### src/rtl/fp_mul_exp_adjust.sv
// Exponent stage of the FP multiplier: removes the bias, flags overflow/underflow, two-stage elastic pipeline.
// Optional sticky overflow/underflow flags are enabled by defining FPM_EXP_STICKY_FLAGS_EN.
module fp_mul_exp_adjust #(
    parameter int EW   = 11,
    parameter int BIAS = 1023
) (
    input  logic          clk,
    input  logic          rst,
    input  logic          in_valid,
    output logic          in_ready,
    input  logic [EW:0]   exp_sum,
    input  logic          norm_inc,
    input  logic          zero_in,
    output logic          out_valid,
    input  logic          out_ready,
    output logic [EW-1:0] exp_out,
    output logic          ovf,
    output logic          unf
`ifdef FPM_EXP_STICKY_FLAGS_EN
    ,
    input  logic          clr_flags,
    output logic          ovf_sticky,
    output logic          unf_sticky
`endif
);

    localparam logic signed [EW+1:0] BIAS_S = (EW+2)'(BIAS);
    localparam logic signed [EW+1:0] MAX_S  = (EW+2)'((1 << EW) - 1);

    // Returns {exponent, ovf, unf} for one beat; zero operands override any range check.
    function automatic logic [EW+1:0] adjust(input logic [EW:0] sum, input logic inc, input logic zero);
        logic signed [EW+1:0] r;
        r = $signed({1'b0, sum}) + $signed({{(EW+1){1'b0}}, inc}) - BIAS_S;
        if (zero)
            adjust = '0;
        else if (r >= MAX_S)
            adjust = {{EW{1'b1}}, 2'b10};
        else if (r <= 0)
            adjust = {{EW{1'b0}}, 2'b01};
        else
            adjust = {r[EW-1:0], 2'b00};
    endfunction

    logic          vld_p1_q, vld_p1_d;
    logic [EW:0]   sum_p1_q, sum_p1_d;
    logic          inc_p1_q, inc_p1_d;
    logic          zero_p1_q, zero_p1_d;
    logic          vld_p2_q, vld_p2_d;
    logic [EW-1:0] exp_p2_q, exp_p2_d;
    logic          ovf_p2_q, ovf_p2_d;
    logic          unf_p2_q, unf_p2_d;
    logic          s1_en, s2_en;

    always_comb begin
        s2_en     = !vld_p2_q || out_ready;
        s1_en     = !vld_p1_q || s2_en;
        in_ready  = s1_en;

        // Stage 1: capture the raw operands
        vld_p1_d  = s1_en ? in_valid : vld_p1_q;
        sum_p1_d  = sum_p1_q;
        inc_p1_d  = inc_p1_q;
        zero_p1_d = zero_p1_q;
        if (s1_en && in_valid) begin
            sum_p1_d  = exp_sum;
            inc_p1_d  = norm_inc;
            zero_p1_d = zero_in;
        end

        // Stage 2: bias removal and range classification
        vld_p2_d  = s2_en ? vld_p1_q : vld_p2_q;
        exp_p2_d  = exp_p2_q;
        ovf_p2_d  = ovf_p2_q;
        unf_p2_d  = unf_p2_q;
        if (s2_en && vld_p1_q)
            {exp_p2_d, ovf_p2_d, unf_p2_d} = adjust(sum_p1_q, inc_p1_q, zero_p1_q);
    end

    always_ff @(posedge clk or posedge rst) begin
        if (rst) begin
            vld_p1_q <= 1'b0;
            vld_p2_q <= 1'b0;
            exp_p2_q <= '0;
            ovf_p2_q <= 1'b0;
            unf_p2_q <= 1'b0;
        end else begin
            vld_p1_q <= vld_p1_d;
            vld_p2_q <= vld_p2_d;
            exp_p2_q <= exp_p2_d;
            ovf_p2_q <= ovf_p2_d;
            unf_p2_q <= unf_p2_d;
        end
    end

    // Stage-1 payload is qualified by vld_p1_q, so it needs no reset.
    always_ff @(posedge clk) begin
        sum_p1_q  <= sum_p1_d;
        inc_p1_q  <= inc_p1_d;
        zero_p1_q <= zero_p1_d;
    end

    assign out_valid = vld_p2_q;
    assign exp_out   = exp_p2_q;
    assign ovf       = ovf_p2_q;
    assign unf       = unf_p2_q;

`ifdef FPM_EXP_STICKY_FLAGS_EN
    logic ovf_sticky_q, ovf_sticky_d;
    logic unf_sticky_q, unf_sticky_d;
    logic out_fire;

    // A flag-carrying transfer wins over a coincident clear.
    always_comb begin
        out_fire     = vld_p2_q && out_ready;
        ovf_sticky_d = clr_flags ? 1'b0 : ovf_sticky_q;
        unf_sticky_d = clr_flags ? 1'b0 : unf_sticky_q;
        if (out_fire && ovf_p2_q) ovf_sticky_d = 1'b1;
        if (out_fire && unf_p2_q) unf_sticky_d = 1'b1;
    end

    always_ff @(posedge clk or posedge rst) begin
        if (rst) begin
            ovf_sticky_q <= 1'b0;
            unf_sticky_q <= 1'b0;
        end else begin
            ovf_sticky_q <= ovf_sticky_d;
            unf_sticky_q <= unf_sticky_d;
        end
    end

    assign ovf_sticky = ovf_sticky_q;
    assign unf_sticky = unf_sticky_q;
`endif

endmodule

### config.mk
export PLATFORM = sky130hd
export DESIGN_NAME = fp_mul_exp_adjust
export DESIGN_NICKNAME = d
export VERILOG_FILES = /design/src/rtl/fp_mul_exp_adjust.sv
export SDC_FILE = /design/constraint.sdc
export NUM_CORES = 1
export LEC_CHECK = 0
export ABC_AREA = 1
export BUFFER_PORTS_ARGS = -buffer_cell sky130_fd_sc_hd__buf_2
export CAP_MARGIN = 30
export CORE_ASPECT_RATIO = 1.5
export CORE_UTILIZATION = 50
export CTS_CLUSTER_DIAMETER = 50
export DETAILED_ROUTE_END_ITERATION = 8
export PLACE_DENSITY = 0.74
export SLEW_MARGIN = 20
export SYNTH_ARGS = -nofsm -noshare
export SYNTH_HDL_FRONTEND = slang
export SYNTH_SLANG_ARGS = --single-unit
### constraint.sdc
create_clock -name clk -period 2.4 [get_ports clk]
set_clock_uncertainty 0.15 [all_clocks]
set_input_delay 0.24 -clock clk [delete_from_list [all_inputs] [get_ports clk]]
set_output_delay 0.24 -clock clk [all_outputs]
set_load 0.005 [all_outputs]
Word level (Yosys, flattened, before mapping)
Cells that the tools add are included.
{ "totals": {"regBits": 29, "memories": 0, "out_inout_bits": 15, "latchBits": 0, "word_cells": 21, "romBits": 0, "mem_bits_rw": 0, "inputBits": 18} }
{ "classes": {"div_mod_pow": 0, "magnitude_cmp": 2, "mul": 0, "shifts": 0, "n_bitwise": 0, "mux": 3, "add_sub_neg": 2, "reduce_logical": 6, "eq_ne": 0} }
{ "op_table": {"columns": ["op", "count"], "rows": [
  ["$mux W13", 3],
  ["$add A12 B1 Y13", 1],
  ["$ge A13 B12 Y1 const B", 1],
  ["$le A13 B1 Y1 const B", 1],
  ["$sub A13 B11 Y13 const B", 1],
  ["$logic_and A1 B1 Y1", 2],
  ["$logic_not A1 Y1", 2],
  ["$logic_or A1 B1 Y1", 2]
]} }

Logic depth before layout (Yosys ltp)
{ "depth": {"ltp_word": 6, "ltp_mapped": 16, "mapped_depth_nobuf": 16} }

Least setup slack after synthesis
OpenSTA, ideal clock, no wires.
{ "synth_path": {"path_kind": "register to register", "start": "register sum_p1_q[0]", "end": "register exp_p2_q[2] (netlist: exp_out[2])", "required_time_ps": 2184, "setup_slack_ps": 459, "path_stages_with_launch": 17, "setup_ps": 66, "arrival_time_ps": 1724, "period_less_slack_ps": 1941, "path_buffers": 1, "path_cell_list": "edfxtp_1 > inv_1 > ha_1 > inv_1 > ha_1 > nand2_2 > inv_1 > nand2_1 > nand2_1 > nor2_1 > nand2_1 > nor2_1 > nand3_1 > nand2_1 > nand3_2 > buf_6 > nand3_2"} }
{ "synth_via": {"elab_chain_len": 6, "elab_cells_between_ends": 7, "cone_classes": "add/sub (2); order compare (2); mux (3)"} }
{ "synth_rtl": {"columns": ["element", "line_no", "source"], "rows": [
  ["from (decl)", "45", "logic [EW:0] sum_p1_q, sum_p1_d;"],
  ["from (signal assigned)", "97", "sum_p1_q <= sum_p1_d;"],
  ["$add A12 B1 Y13 (*)", "33", "r = $signed({1'b0, sum}) + $signed({{(EW+1){1'b0}}, inc}) - BIAS_S;"],
  ["$sub A13 B11 Y13 (*)", "33", null],
  ["$le A13 B1 Y1", "38", "else if (r <= 0)"],
  ["$mux W13", "38", null],
  ["$mux W13 (*)", "36", "else if (r >= MAX_S)"],
  ["$mux W13 (*)", "34", "if (zero)"],
  ["to (signal assigned)", "89", "exp_p2_q <= exp_p2_d;"],
  ["to (decl)", "49", "logic [EW-1:0] exp_p2_q, exp_p2_d;"]
]} }
Mark *: on every way between the ends. The rest lies on a longest branch, timed or not.
A chain may end at the register's enable or synchronous reset.

Final worst setup path
{ "layout_path": {"start": "register sum_p1_q[0]", "end": "register exp_p2_q[4] (netlist: exp_out[4])"} }
Same word-level chain as after synthesis.

==> metrics.cfg <==
[synth]
synth_xor_area_frac = 0
synth_top_family_by_area = simple AND/OR/NAND/NOR gates
ys_seq_elements = 29
synth_compound_area_frac = 0.01897
async_reset_ff_frac = 0.5172
yosys-top-cells-area = edfxtp_1 27%, dfrtp_1 24%, nand2_1 14%, nand3_1 5.7%, inv_1 5.5%
synth_mux_area_frac = 0
synth.most_common_cell = nand2_1
synthCells = 190
synth_fa_ha_area_frac = 0.02372
yosys.area.top_type = edfxtp_1
yosys_warnings = 0
synth.avg_cell_area_um2 = 8.330
ys_seq_area_frac = 0.5028
synthesis.area_um2 = 1583
synth.distinct_cells = 18
syn-num-nets = 211
synthSimpleGateAreaFrac = 0.3810
synth_commonest_cells = 60 x nand2_1, 23 x inv_1, 21 x nor2_1, 18 x nand3_1, 15 x dfrtp_1
yosysTopAreaCellShare = 0.2656
ys.flop_type = dfrtp_1
synth_edf_count = 14

[timing]
max_freq_mhz = 464.9
maxSlewViolCount = 0
hold_violations = 0
fin_crit_sh = 0.8962
rsz0062_at_grt = false
tightest_slew_ns = 0.6826
period_minus_slack_ns = 2.151
tns_ns = 0
fin_ws_ns = 0.2491
max-slew-margin-rel = 0.5433
hold_slack_ns = 0.02325
finalSetupViolations = 0

[global_routing]
grt_pass1_vias = 1398
grt_max_degree = 16
antenna_found_initial = 0
grt-ovfl-total = 0
grt_usage = 0.2172
grt_pass1_wl_um = 5209

[power_and_ir_drop]
p_int_uw = 960.1
power_leakage_uw = 0.001050
p_sw_uw = 381.3
pwr-share-seq = 0.486
ir_worst_vdd_v = 0.0005092
p_sw_frac = 0.2842
p_clk_frac = 0.276
pwr-share-comb = 0.239
p_per_area_nw_per_um2 = 658.5

[cts]
clockBufferDepth = 2
clock_latency_ns = 0.28
numCtsBuffers = 5
clock-root-buffer = clkbuf_8
clk_pin_slew_ns = 0.06
h-tree-depth = 2
cts.sinks = 29
cts_tree = done

[final_layout]
layout-drive-gt1-share = 0.2531
num_antenna_cells = 0
final_util = 0.6852
n_fill_cell = 262
syn2layout_area_growth_pct = 28.70
finalNetCount = 265
ff_latch_area_um2 = 795.8
multi_input_area_um2 = 700.7

[route]
drt_pre_antenna_iters = 4
viasPerCell = 4.761
vias = 1352
routedWlPerCell_um = 10.79
dr.first_iter.drc_count = 23
ant_nets = 0
drt_wl_total_um = 3065
drc_errors = 0

[run]
maxCapViolCount = 0

[hold_path]
min-delay-start = in_valid
min_path_type = in -> reg

[worst_setup_path]
worstPathArrival_ns = 2.16
cp-startpoint = sum_p1_q[0]
rr_startpoint = sum_p1_q[0]
start_kind = register
cp.required_ns = 2.41
critPathMaxFanout = 8
cp-end-kind = register
path_class = reg -> reg

[placed_design]
place_ws_ns = 0.09802
io_buffers = 32
routabilityCongestion = 0.8426
dp_hpwl_um = 2168

[floorplanning]
die_h_um = 70.91
die_x_um = 47.94
start_util = 0.5324
ios = 33
core_area_um2 = 2973
rows = 24
die-area_um2 = 3399

[run_status]
outcome = finished, final reports clean

==> worst paths after layout <==
kind | to | slack (ns) | cells after the start
setup / recovery | exp_out[4] | 0.25 | 11
hold / removal | vld_p1_q | 0.02 | 3
setup reg to reg | exp_out[4] | 0.25 | 11
hold reg to reg | unf | 0.33 | 2
max in group asynchronous | exp_out[4] | 1.32 | 3
min in group asynchronous | ovf | 0.42 | 3
==> per-layer routing <==
layer | wire length (um) | vias up | global-route usage
li1 | - | 717 | -
met1 | 1112 | 594 | 0.1907
met2 | 1744 | 29 | 0.3919
met3 | 86 | 12 | 0.04337
met4 | 123 | 0 | 0.1543
met5 | 0 | - | 0
==> cells in the final DEF, fill, tap and decap left out, drive strengths merged <==
cell and n:
a21oi 4, and3 1, buf 34, clkbuf 8, dfrtp 15, dlygate4sd3 15
edfxtp 14, ha 3, inv 23, nand2 69, nand3 26, nand3b 3
nand4 3, nor2 25, o21ai 2
==> power groups by stage <==
stage | Combinational [uW] | Sequential (uW) | Clock [uW]
after floorplan | 186 | 665 | 0
after global placement | 291 | 659 | 0
after detailed placement | 293 | 663 | 0
after CTS | 313 | 653 | 378
after global routing | 367 | 664 | 398
final | 320 | 651 | 370
==> state kept, by name, indices dropped and copies added, names as in the netlist <==
| signal | count |
|---|---|
| sum_p1_q | 12 |
| exp_out | 11 |
| inc_p1_q | 1 |
| out_valid | 1 |
| ovf | 1 |
| unf | 1 |
| vld_p1_q | 1 |
| zero_p1_q | 1 |
==> area by class of cell <==
| cell class | instances | share of cell area |
|---|---|---|
| clock buffers | 8 | 0.03931 |
| inverters | 23 | 0.04238 |
| well taps | 39 | 0.02396 |
| multi-input cells | 136 | 0.3440 |
| repair buffers | 49 | 0.1597 |
| flip-flops and latches | 29 | 0.3907 |
==> critical path, cell delays in order (launching register included) <==
cell	delay (ns)
edfxtp_1	0.35
inv_1	0.09
ha_1	0.15
inv_1	0.04
ha_2	0.19
nand2_2	0.13
nor2_2	0.07
nand2_1	0.05
nand3_1	0.32
buf_4	0.30
nand3_1	0.10
nand3_2	0.08
==> cell families after synthesis <==
kind of cell | after synthesis
AOI/OAI and AO/OA | 6
adders and majority gates | 3
buffers and inverters | 26
DFF | 29
and+or+nand+nor | 126
==> metrics by stage <==
| step | power (uW) | instance area [um^2] | instances |
|---|---|---|---|
| floorplan | 850.6 | 1583 | 190 |
| global placement | 950.2 | 1777 | 260 |
| detailed placement | 956.2 | 1777 | 260 |
| CTS | 1345 | 2007 | 283 |
| global route | 1429 | 2037 | 284 |
| finish | 1341 | 2037 | 284 |
==> repair_timing <==
item                                    CTS  global route
endpoints found under the setup margin    0            12
buffers inserted                          0             0
hold endpoints to repair                 29             0
resized for setup                         0             4
hold buffers                             15             0
Power figures use the tool's default switching activity.
